`config.mk`:
```
export PLATFORM = sky130hd
export DESIGN_NAME = mc_control
export DESIGN_NICKNAME = d
export VERILOG_FILES = /design/src/rtl/mc_control_pkg.sv /design/src/rtl/mc_decode.sv /design/src/rtl/mc_control.sv
export SDC_FILE = /design/constraint.sdc
export NUM_CORES = 1
export LEC_CHECK = 0
export ABC_AREA = 1
export CAP_MARGIN = 25
export CORE_MARGIN = 1
export CORE_UTILIZATION = 48
export DETAILED_ROUTE_END_ITERATION = 10
export PLACE_DENSITY = 0.79
export SYNTH_ARGS = -nofsm -noshare
export SYNTH_HDL_FRONTEND = slang
export SYNTH_SLANG_ARGS = --single-unit
```
`constraint.sdc`:
```
create_clock -name clk -period 2.37 [get_ports clk]
set_input_delay 0.711 -clock clk [delete_from_list [all_inputs] [get_ports clk]]
set_output_delay 0.711 -clock clk [all_outputs]
set_load 0.005 [all_outputs]
```
`src/rtl/mc_control_pkg.sv`:
```
// Shared definitions for the TSC multicycle control unit.
// Contents: instruction field positions, opcode/func encodings, ALU function
// codes, datapath select encodings, FSM state encoding, and the decoded
// instruction record passed from mc_decode to mc_control.
package mc_control_pkg;

  // Instruction field positions (16-bit TSC format).
  localparam int OP_HI   = 15;
  localparam int OP_LO   = 12;
  localparam int FUNC_HI = 5;
  localparam int FUNC_LO = 0;
  localparam int TGT_HI  = 11;
  localparam int TGT_LO  = 0;

  // Opcodes.
  localparam logic [3:0] OP_BNE = 4'd0;
  localparam logic [3:0] OP_BEQ = 4'd1;
  localparam logic [3:0] OP_BGZ = 4'd2;
  localparam logic [3:0] OP_BLZ = 4'd3;
  localparam logic [3:0] OP_ADI = 4'd4;
  localparam logic [3:0] OP_ORI = 4'd5;
  localparam logic [3:0] OP_LHI = 4'd6;
  localparam logic [3:0] OP_LWD = 4'd7;
  localparam logic [3:0] OP_SWD = 4'd8;
  localparam logic [3:0] OP_JMP = 4'd9;
  localparam logic [3:0] OP_JAL = 4'd10;
  localparam logic [3:0] OP_R   = 4'd15;

  // R-type function codes.
  localparam logic [5:0] FN_ADD = 6'd0;
  localparam logic [5:0] FN_SHR = 6'd7;
  localparam logic [5:0] FN_JPR = 6'd25;
  localparam logic [5:0] FN_JRL = 6'd26;
  localparam logic [5:0] FN_WWD = 6'd28;
  localparam logic [5:0] FN_HLT = 6'd29;

  // ALU function codes; 0..7 match the R-type func field directly.
  localparam logic [3:0] ALU_ADD = 4'd0;
  localparam logic [3:0] ALU_SUB = 4'd1;
  localparam logic [3:0] ALU_AND = 4'd2;
  localparam logic [3:0] ALU_ORR = 4'd3;
  localparam logic [3:0] ALU_NOT = 4'd4;
  localparam logic [3:0] ALU_TCP = 4'd5;
  localparam logic [3:0] ALU_SHL = 4'd6;
  localparam logic [3:0] ALU_SHR = 4'd7;
  localparam logic [3:0] ALU_LHI = 4'd8;

  // Datapath select encodings.
  localparam logic [1:0] REGDST_RD   = 2'd0;
  localparam logic [1:0] REGDST_RT   = 2'd1;
  localparam logic [1:0] REGDST_R2   = 2'd2;
  localparam logic [1:0] RWSRC_ALU   = 2'd0;
  localparam logic [1:0] RWSRC_MEM   = 2'd1;
  localparam logic [1:0] RWSRC_PC    = 2'd2;
  localparam logic [1:0] SRCA_RS     = 2'd0;
  localparam logic [1:0] SRCA_PC     = 2'd1;
  localparam logic [1:0] SRCA_PC1    = 2'd2;
  localparam logic [1:0] SRCB_RT     = 2'd0;
  localparam logic [1:0] SRCB_ONE    = 2'd1;
  localparam logic [1:0] SRCB_IMM    = 2'd2;
  localparam logic [1:0] SRCB_ZERO   = 2'd3;

  typedef enum logic [2:0] {
    S_INIT, S_IF, S_ID, S_EX, S_MEM, S_WB, S_HALT
  } state_e;

  typedef enum logic [3:0] {
    C_NOP,       // illegal encodings complete in ID with no effect
    C_ALU_R,
    C_ALU_I,     // ADI / ORI / LHI
    C_LOAD,
    C_STORE,
    C_BRANCH,
    C_JUMP,      // JMP / JAL
    C_JUMP_REG,  // JPR / JRL
    C_WWD,
    C_HLT
  } iclass_e;

  typedef struct packed {
    iclass_e    iclass;
    logic [3:0] alu_op;     // ALU function used in EX/WB
    logic [1:0] alu_src_b;  // ALUSrcB used in EX/WB
    logic       link;       // JAL/JRL: write PC+1 into $2
    logic       br_taken;   // branch condition holds for current ALU_Cmp
  } decode_t;

endpackage

```
`src/rtl/mc_decode.sv`:
```
// Combinational instruction decoder for mc_control.
// Ports:
//   opcode   in  IR[15:12]
//   func     in  IR[5:0]
//   cmp      in  ALU compare result (00 eq, 01 gt, 10 lt)
//   dec      out instruction class, EX ALU controls, link flag, branch-taken
module mc_decode
  import mc_control_pkg::*;
(
  input  logic [3:0] opcode,
  input  logic [5:0] func,
  input  logic [1:0] cmp,
  output decode_t    dec
);

  always_comb begin
    // NOTE: every field gets a default before the case so no path leaves
    // dec unassigned, which would otherwise infer a latch.
    dec = '{iclass: C_NOP, alu_op: ALU_ADD, alu_src_b: SRCB_RT,
            link: 1'b0, br_taken: 1'b0};
    case (opcode)
      OP_BNE: begin
        dec.iclass   = C_BRANCH;
        dec.alu_op   = ALU_SUB;
        dec.br_taken = (cmp != 2'b00);
      end
      OP_BEQ: begin
        dec.iclass   = C_BRANCH;
        dec.alu_op   = ALU_SUB;
        dec.br_taken = (cmp == 2'b00);
      end
      OP_BGZ: begin
        dec.iclass    = C_BRANCH;
        dec.alu_op    = ALU_SUB;
        dec.alu_src_b = SRCB_ZERO;
        dec.br_taken  = (cmp == 2'b01);
      end
      OP_BLZ: begin
        dec.iclass    = C_BRANCH;
        dec.alu_op    = ALU_SUB;
        dec.alu_src_b = SRCB_ZERO;
        dec.br_taken  = (cmp == 2'b10);
      end
      OP_ADI: begin
        dec.iclass    = C_ALU_I;
        dec.alu_src_b = SRCB_IMM;
      end
      OP_ORI: begin
        dec.iclass    = C_ALU_I;
        dec.alu_op    = ALU_ORR;
        dec.alu_src_b = SRCB_IMM;
      end
      OP_LHI: begin
        dec.iclass    = C_ALU_I;
        dec.alu_op    = ALU_LHI;
        dec.alu_src_b = SRCB_IMM;
      end
      OP_LWD: begin
        dec.iclass    = C_LOAD;
        dec.alu_src_b = SRCB_IMM;
      end
      OP_SWD: begin
        dec.iclass    = C_STORE;
        dec.alu_src_b = SRCB_IMM;
      end
      OP_JMP: dec.iclass = C_JUMP;
      OP_JAL: begin
        dec.iclass = C_JUMP;
        dec.link   = 1'b1;
      end
      OP_R: begin
        if (func <= FN_SHR) begin
          dec.iclass = C_ALU_R;
          dec.alu_op = func[3:0];
        end else begin
          case (func)
            FN_JPR: dec.iclass = C_JUMP_REG;
            FN_JRL: begin
              dec.iclass = C_JUMP_REG;
              dec.link   = 1'b1;
            end
            FN_WWD: dec.iclass = C_WWD;
            FN_HLT: dec.iclass = C_HLT;
            default: dec.iclass = C_NOP;
          endcase
        end
      end
      default: dec.iclass = C_NOP;
    endcase
  end

endmodule

```
`src/rtl/mc_control.sv`:
```
// Multicycle control unit and PC owner for the TSC CPU.
// Sequences IF/ID/EX/MEM/WB, drives every datapath control input and
// handshakes with the shared memory bus.
// Ports:
//   clk, reset_n            clock, asynchronous active-low reset
//   instruction             memory read data, captured into IR in IF
//   ALU_out_C, ALU_Cmp      datapath ALU result / compare flags
//   RF_addr                 rs value for JPR/JRL
//   inputReady, ackOutput   memory read-valid / write-accepted
//   readM, writeM, IorD     memory request strobes and address select
//   inst_addr, inst_seq_addr  PC and PC+1
//   IRWrite, RegWrite, RegWriteSrc, RegDst, ALUOp, ALUSrcA, ALUSrcB
//                           datapath controls
//   output_active           one-cycle WWD strobe
//   is_halted, num_inst     halt flag and retired-instruction count
module mc_control
  import mc_control_pkg::*;
#(
  parameter int                   WORD_SIZE = 16,
  parameter logic [WORD_SIZE-1:0] RESET_PC  = '0
) (
  input  logic                 clk,
  input  logic                 reset_n,
  input  logic [15:0]          instruction,
  input  logic [WORD_SIZE-1:0] ALU_out_C,
  input  logic [1:0]           ALU_Cmp,
  input  logic [WORD_SIZE-1:0] RF_addr,
  input  logic                 inputReady,
  input  logic                 ackOutput,
  output logic                 readM,
  output logic                 writeM,
  output logic                 IorD,
  output logic [WORD_SIZE-1:0] inst_addr,
  output logic [WORD_SIZE-1:0] inst_seq_addr,
  output logic                 IRWrite,
  output logic                 RegWrite,
  output logic [1:0]           RegWriteSrc,
  output logic [1:0]           RegDst,
  output logic [3:0]           ALUOp,
  output logic [1:0]           ALUSrcA,
  output logic [1:0]           ALUSrcB,
  output logic                 output_active,
  output logic                 is_halted,
  output logic [15:0]          num_inst
);

  state_e               state;
  logic [15:0]          ir;
  logic [WORD_SIZE-1:0] pc;
  logic [WORD_SIZE-1:0] alu_out_q;   // branch target captured in ID
  logic [WORD_SIZE-1:0] pc_seq;
  logic [WORD_SIZE-1:0] pc_next;
  logic                 retire;
  decode_t              dec;

  mc_decode u_decode (
    .opcode (ir[OP_HI:OP_LO]),
    .func   (ir[FUNC_HI:FUNC_LO]),
    .cmp    (ALU_Cmp),
    .dec    (dec)
  );

  assign pc_seq        = pc + WORD_SIZE'(1);
  assign inst_addr     = pc;
  assign inst_seq_addr = pc_seq;

  // Instruction completion and the PC it leaves behind.
  always_comb begin
    retire  = 1'b0;
    pc_next = pc_seq;
    case (state)
      S_ID: begin
        case (dec.iclass)
          C_JUMP: begin
            retire  = 1'b1;
            pc_next = {pc[WORD_SIZE-1:TGT_HI+1], ir[TGT_HI:TGT_LO]};
          end
          C_JUMP_REG: begin
            retire  = 1'b1;
            pc_next = RF_addr;
          end
          C_NOP, C_WWD: retire = 1'b1;
          default: ;
        endcase
      end
      S_EX: begin
        if (dec.iclass == C_BRANCH) begin
          retire = 1'b1;
          if (dec.br_taken) pc_next = alu_out_q;
        end
      end
      S_MEM: retire = (dec.iclass == C_STORE) && ackOutput;
      S_WB:  retire = 1'b1;
      default: ;
    endcase
  end

  always_ff @(posedge clk or negedge reset_n) begin
    if (!reset_n) begin
      state     <= S_INIT;
      pc        <= RESET_PC;
      ir        <= '0;
      alu_out_q <= '0;
      num_inst  <= '0;
    end else begin
      // NOTE: sequential state uses non-blocking assignments so every
      // register samples pre-edge values regardless of statement order.
      if (state == S_ID) alu_out_q <= ALU_out_C;
      if (retire) begin
        pc       <= pc_next;
        num_inst <= num_inst + 16'd1;
        state    <= S_IF;
      end else begin
        case (state)
          S_INIT: state <= S_IF;
          S_IF: begin
            if (inputReady) begin
              ir    <= instruction;
              state <= S_ID;
            end
          end
          S_ID:  state <= (dec.iclass == C_HLT) ? S_HALT : S_EX;
          S_EX:  state <= (dec.iclass == C_LOAD || dec.iclass == C_STORE)
                          ? S_MEM : S_WB;
          S_MEM: if (dec.iclass == C_LOAD && inputReady) state <= S_WB;
          S_HALT: state <= S_HALT;
          default: state <= S_INIT;
        endcase
      end
    end
  end

  // Outputs decode from state and IR only, so asserting reset_n low clears
  // every request and strobe immediately through the async state reset.
  always_comb begin
    readM         = 1'b0;
    writeM        = 1'b0;
    IorD          = 1'b0;
    IRWrite       = 1'b0;
    RegWrite      = 1'b0;
    RegWriteSrc   = RWSRC_ALU;
    RegDst        = REGDST_RD;
    ALUOp         = ALU_ADD;
    ALUSrcA       = SRCA_RS;
    ALUSrcB       = SRCB_RT;
    output_active = 1'b0;
    is_halted     = 1'b0;
    case (state)
      S_IF: begin
        readM   = 1'b1;
        IRWrite = inputReady;
      end
      S_ID: begin
        // Precompute PC+1+imm so the branch target is ready for EX.
        ALUSrcA = SRCA_PC1;
        ALUSrcB = SRCB_IMM;
        ALUOp   = ALU_ADD;
        if ((dec.iclass == C_JUMP || dec.iclass == C_JUMP_REG) && dec.link) begin
          RegWrite    = 1'b1;
          RegDst      = REGDST_R2;
          RegWriteSrc = RWSRC_PC;
        end
        output_active = (dec.iclass == C_WWD);
      end
      S_EX: begin
        ALUSrcA = SRCA_RS;
        ALUSrcB = dec.alu_src_b;
        ALUOp   = dec.alu_op;
      end
      S_MEM: begin
        IorD   = 1'b1;
        readM  = (dec.iclass == C_LOAD);
        writeM = (dec.iclass == C_STORE);
      end
      S_WB: begin
        RegWrite    = 1'b1;
        RegDst      = (dec.iclass == C_ALU_R) ? REGDST_RD : REGDST_RT;
        RegWriteSrc = (dec.iclass == C_LOAD) ? RWSRC_MEM : RWSRC_ALU;
        // Keep the ALU steered as in EX so its result is stable for writeback.
        if (dec.iclass == C_ALU_R || dec.iclass == C_ALU_I) begin
          ALUSrcB = dec.alu_src_b;
          ALUOp   = dec.alu_op;
        end
      end
      S_HALT: is_halted = 1'b1;
      default: ;
    endcase
  end

endmodule

```
==> out/qor.yml <==
avgSynthCellArea_um2: 6.597
initial_core_util: 0.5007
drt_iter0_drc: 771
cts.clk_slew.worst_paths_ns: 0.08
postCtsHoldBufs: 0
post-place-ws_ns: -0.3406
clock-skew-final_ns: 0.01615
first_pass_iters: 8
cts_buffer_depth: 2
hold_viol_final: 0
synth.top_cells.by_area: "dfrtp_1, nand2_1, inv_1, nand3_1, nor2_1"
track_usage: 0.3581
crit_type: "flop to output pin"
routed_wl_um: 20710
r2r_cells: 15
placed_cell_area_um2: 6660
synth_cells: 708
rsz0062_at_grt: "true"
final_common_cell: "nand2_1"
dp_hpwl_um: 12200
period_share: 1.208
grt_antenna_before_repair: 0
die_area_um2: 10130
violations: "setup timing"
clock-sinks: 67
die_y_um: 100.6
cp.arrival_ns: 2.15
setup_ws_ns: -0.4932
routabilityCongestion: 0.9734
grt_max_degree: 45
drcViolationCount: 0
slew_violations: 0
leakage_nw: 3.981
via_count: 6434
mostFrequentLayoutCells: "nand2_1, buf_4, clkdlybuf4s50_1, dfrtp_1, inv_1"
required_ns: 1.66
synth_warnings: 0
design_area_um2: 7838
grt_pass1_vias: 5761
core_um2: 9328
rr_endpoint: "inst_addr[3]"
cp-start-kind: "flop"
cts_tree: "built"
max_cap_viol_count: 0
yosys.area.top_type: "dfrtp_1"
n_antenna_cell: 0
layout.nets: 1048
die_w_um: 100.6
cts_buffers: 9
grt_pass1_wl_um: 27680
ys_seq_area_frac: 0.3590
syn_area_um2: 4671
critPathCaptureType: "output pin"
crit_path_start: "ir[4]"
syn_to_final_growth_pct: 67.80
worstReg2RegStart: "ir[4]"
setup_viol: 54
r2r_slack_ns: -0.23
htree_levels: 3
min_path_type: "input pin to asynchronous set/reset pin"
fin_util: 0.8402
ys_ff_latch: 67
critical_path.endpoint: "ALUSrcB[1]"
io_pins: 121
finalCriticalPeriod_ns: 2.863
rows: 35
power.density_nw_per_um2: 1045
fmax_mhz: 349.3
clock_latency_ns: 0.36
crit_path_max_fanout: 4
drive_gt1_frac: 0.3159
portBuffers: 119
finalPower_mw: 8.191
wl_per_cell_um: 18.44
yosysUniqueCellTypes: 38
drtAntennaViolNets: 0
tightest_slew_ns: 0.6143
irDropWorstVdd_mv: 0.7245
grt-ovfl-total: 0
status: "finished, violations left"
syn_nets: 766
yosysTopAreaCellShare: 0.3590
viasPerCell: 5.729
cts_root_buf: "clkbuf_8"
relSlewSlack: 0.5904
[state kept, by name (all words and copies together) (netlist names)]
register / flops
ir: 16
state: 3
num_inst: 16
inst_addr: 16
alu_out_q: 16
[worst max-delay path, stage by stage (launching register included)]
cell,delay (ns)
dfrtp_1,0.45
nand2_4,0.08
nor2_4,0.16
nand2_1,0.10
nand3_2,0.08
nand2_2,0.07
or2_0,0.24
a31oi_1,0.19
buf_4,0.16
buf_6,0.09
o21ai_2,0.04
buf_2,0.13
[metrics by stage]
step / std cells / TNS (ns) / hold WS [ns]
after floorplan: 708 / 0 / 0.4154
after global placement: 1036 / -2.482 / 0.4540
after detailed placement: 1036 / -2.981 / 0.4563
after CTS: 1097 / -3.471 / 0.3547
after global routing: 1123 / -14.45 / 0.3906
final: 1123 / -8.087 / 0.3531
[synth_stat cells (all sizes together)]
| master | count |
|---|---|
| nand3 | 58 |
| dfrtp | 67 |
| nor3 | 12 |
| clkinv | 1 |
| conb | 1 |
| a21oi | 8 |
| a31oi | 1 |
| clkbuf | 6 |
| ha | 4 |
| xnor2 | 9 |
| o211ai | 6 |
| xor2 | 12 |
| o21ai | 40 |
| or2 | 1 |
| nand2 | 301 |
| o2111ai | 2 |
| inv | 78 |
| nor2 | 61 |
| o21bai | 2 |
| buf | 16 |
| nor4 | 4 |
| nand4 | 18 |
[where the power goes]
group	switching, mW	leakage, nW	internal (mW)
Combinational	2.95	3.00	2.29
Clock	0.478	0.110	0.618
Sequential	0.326	0.869	1.53
Total	3.75	3.98	4.44
[metal layers]
| metal | vias to the layer above | part of all wire | global-route usage |
|---|---|---|---|
| met2 | 483 | 0.47 | 0.6170 |
| li1 | 2807 | - | - |
| met1 | 2981 | 0.36 | 0.4342 |
| met3 | 163 | 0.098 | 0.06033 |
| met4 | 0 | 0.076 | 0.1750 |
| met5 | - | 0 | 0 |
[what timing repair did]
| action | CTS | global route |
|---|---|---|
| endpoints found under the hold margin | 0 | 0 |
| gates cloned | 0 | 7 |
| pin swaps | 37 | 31 |
| resized for setup | 180 | 68 |
| endpoints found under the setup margin | 32 | 66 |
| setup buffers | 46 | 23 |
[how the worst min path moves through the flow]
| stage | startpoint | end | slack (ns) | depth (start not counted) |
|---|---|---|---|---|
| 2_1_floorplan | reset_n | alu_out_q[0] | 0.42 | 0 |
| 3_3_place_gp | alu_out_q[1] | alu_out_q[1] | 0.45 | 2 |
| 3_5_place_dp | alu_out_q[1] | alu_out_q[1] | 0.46 | 2 |
| 4_1_cts | reset_n | alu_out_q[6] | 0.35 | 1 |
| 5_1_grt | reset_n | alu_out_q[2] | 0.39 | 1 |
| 6_report | reset_n | alu_out_q[4] | 0.35 | 1 |
[cell type report]
type	count	area [um^2]
clock inverter	4	73.82
multi-input combinational	542	2930
fill	579	1490
inverter	79	311.5
tap	129	161.4
clock buffer	11	141.4
timing repair inverter	3	36.28
timing repair buffer	288	2505
sequential	67	1678
[logic make-up (layout without fill, tap and decap cells)]
logic type	count (synthesis)	after routing	share of synthesized area
AOI/OAI and AO/OA	59	59	0.07259
and+or+nand+nor	455	457	0.4238
other	1	1	0.0008029
xor gates and xnor gates	21	21	0.03938
buffers and inverters	101	385	0.09376
DFF	67	67	0.3590
adders and majority gates	4	4	0.01072
No activity file was read; power rests on OpenSTA's default activity.
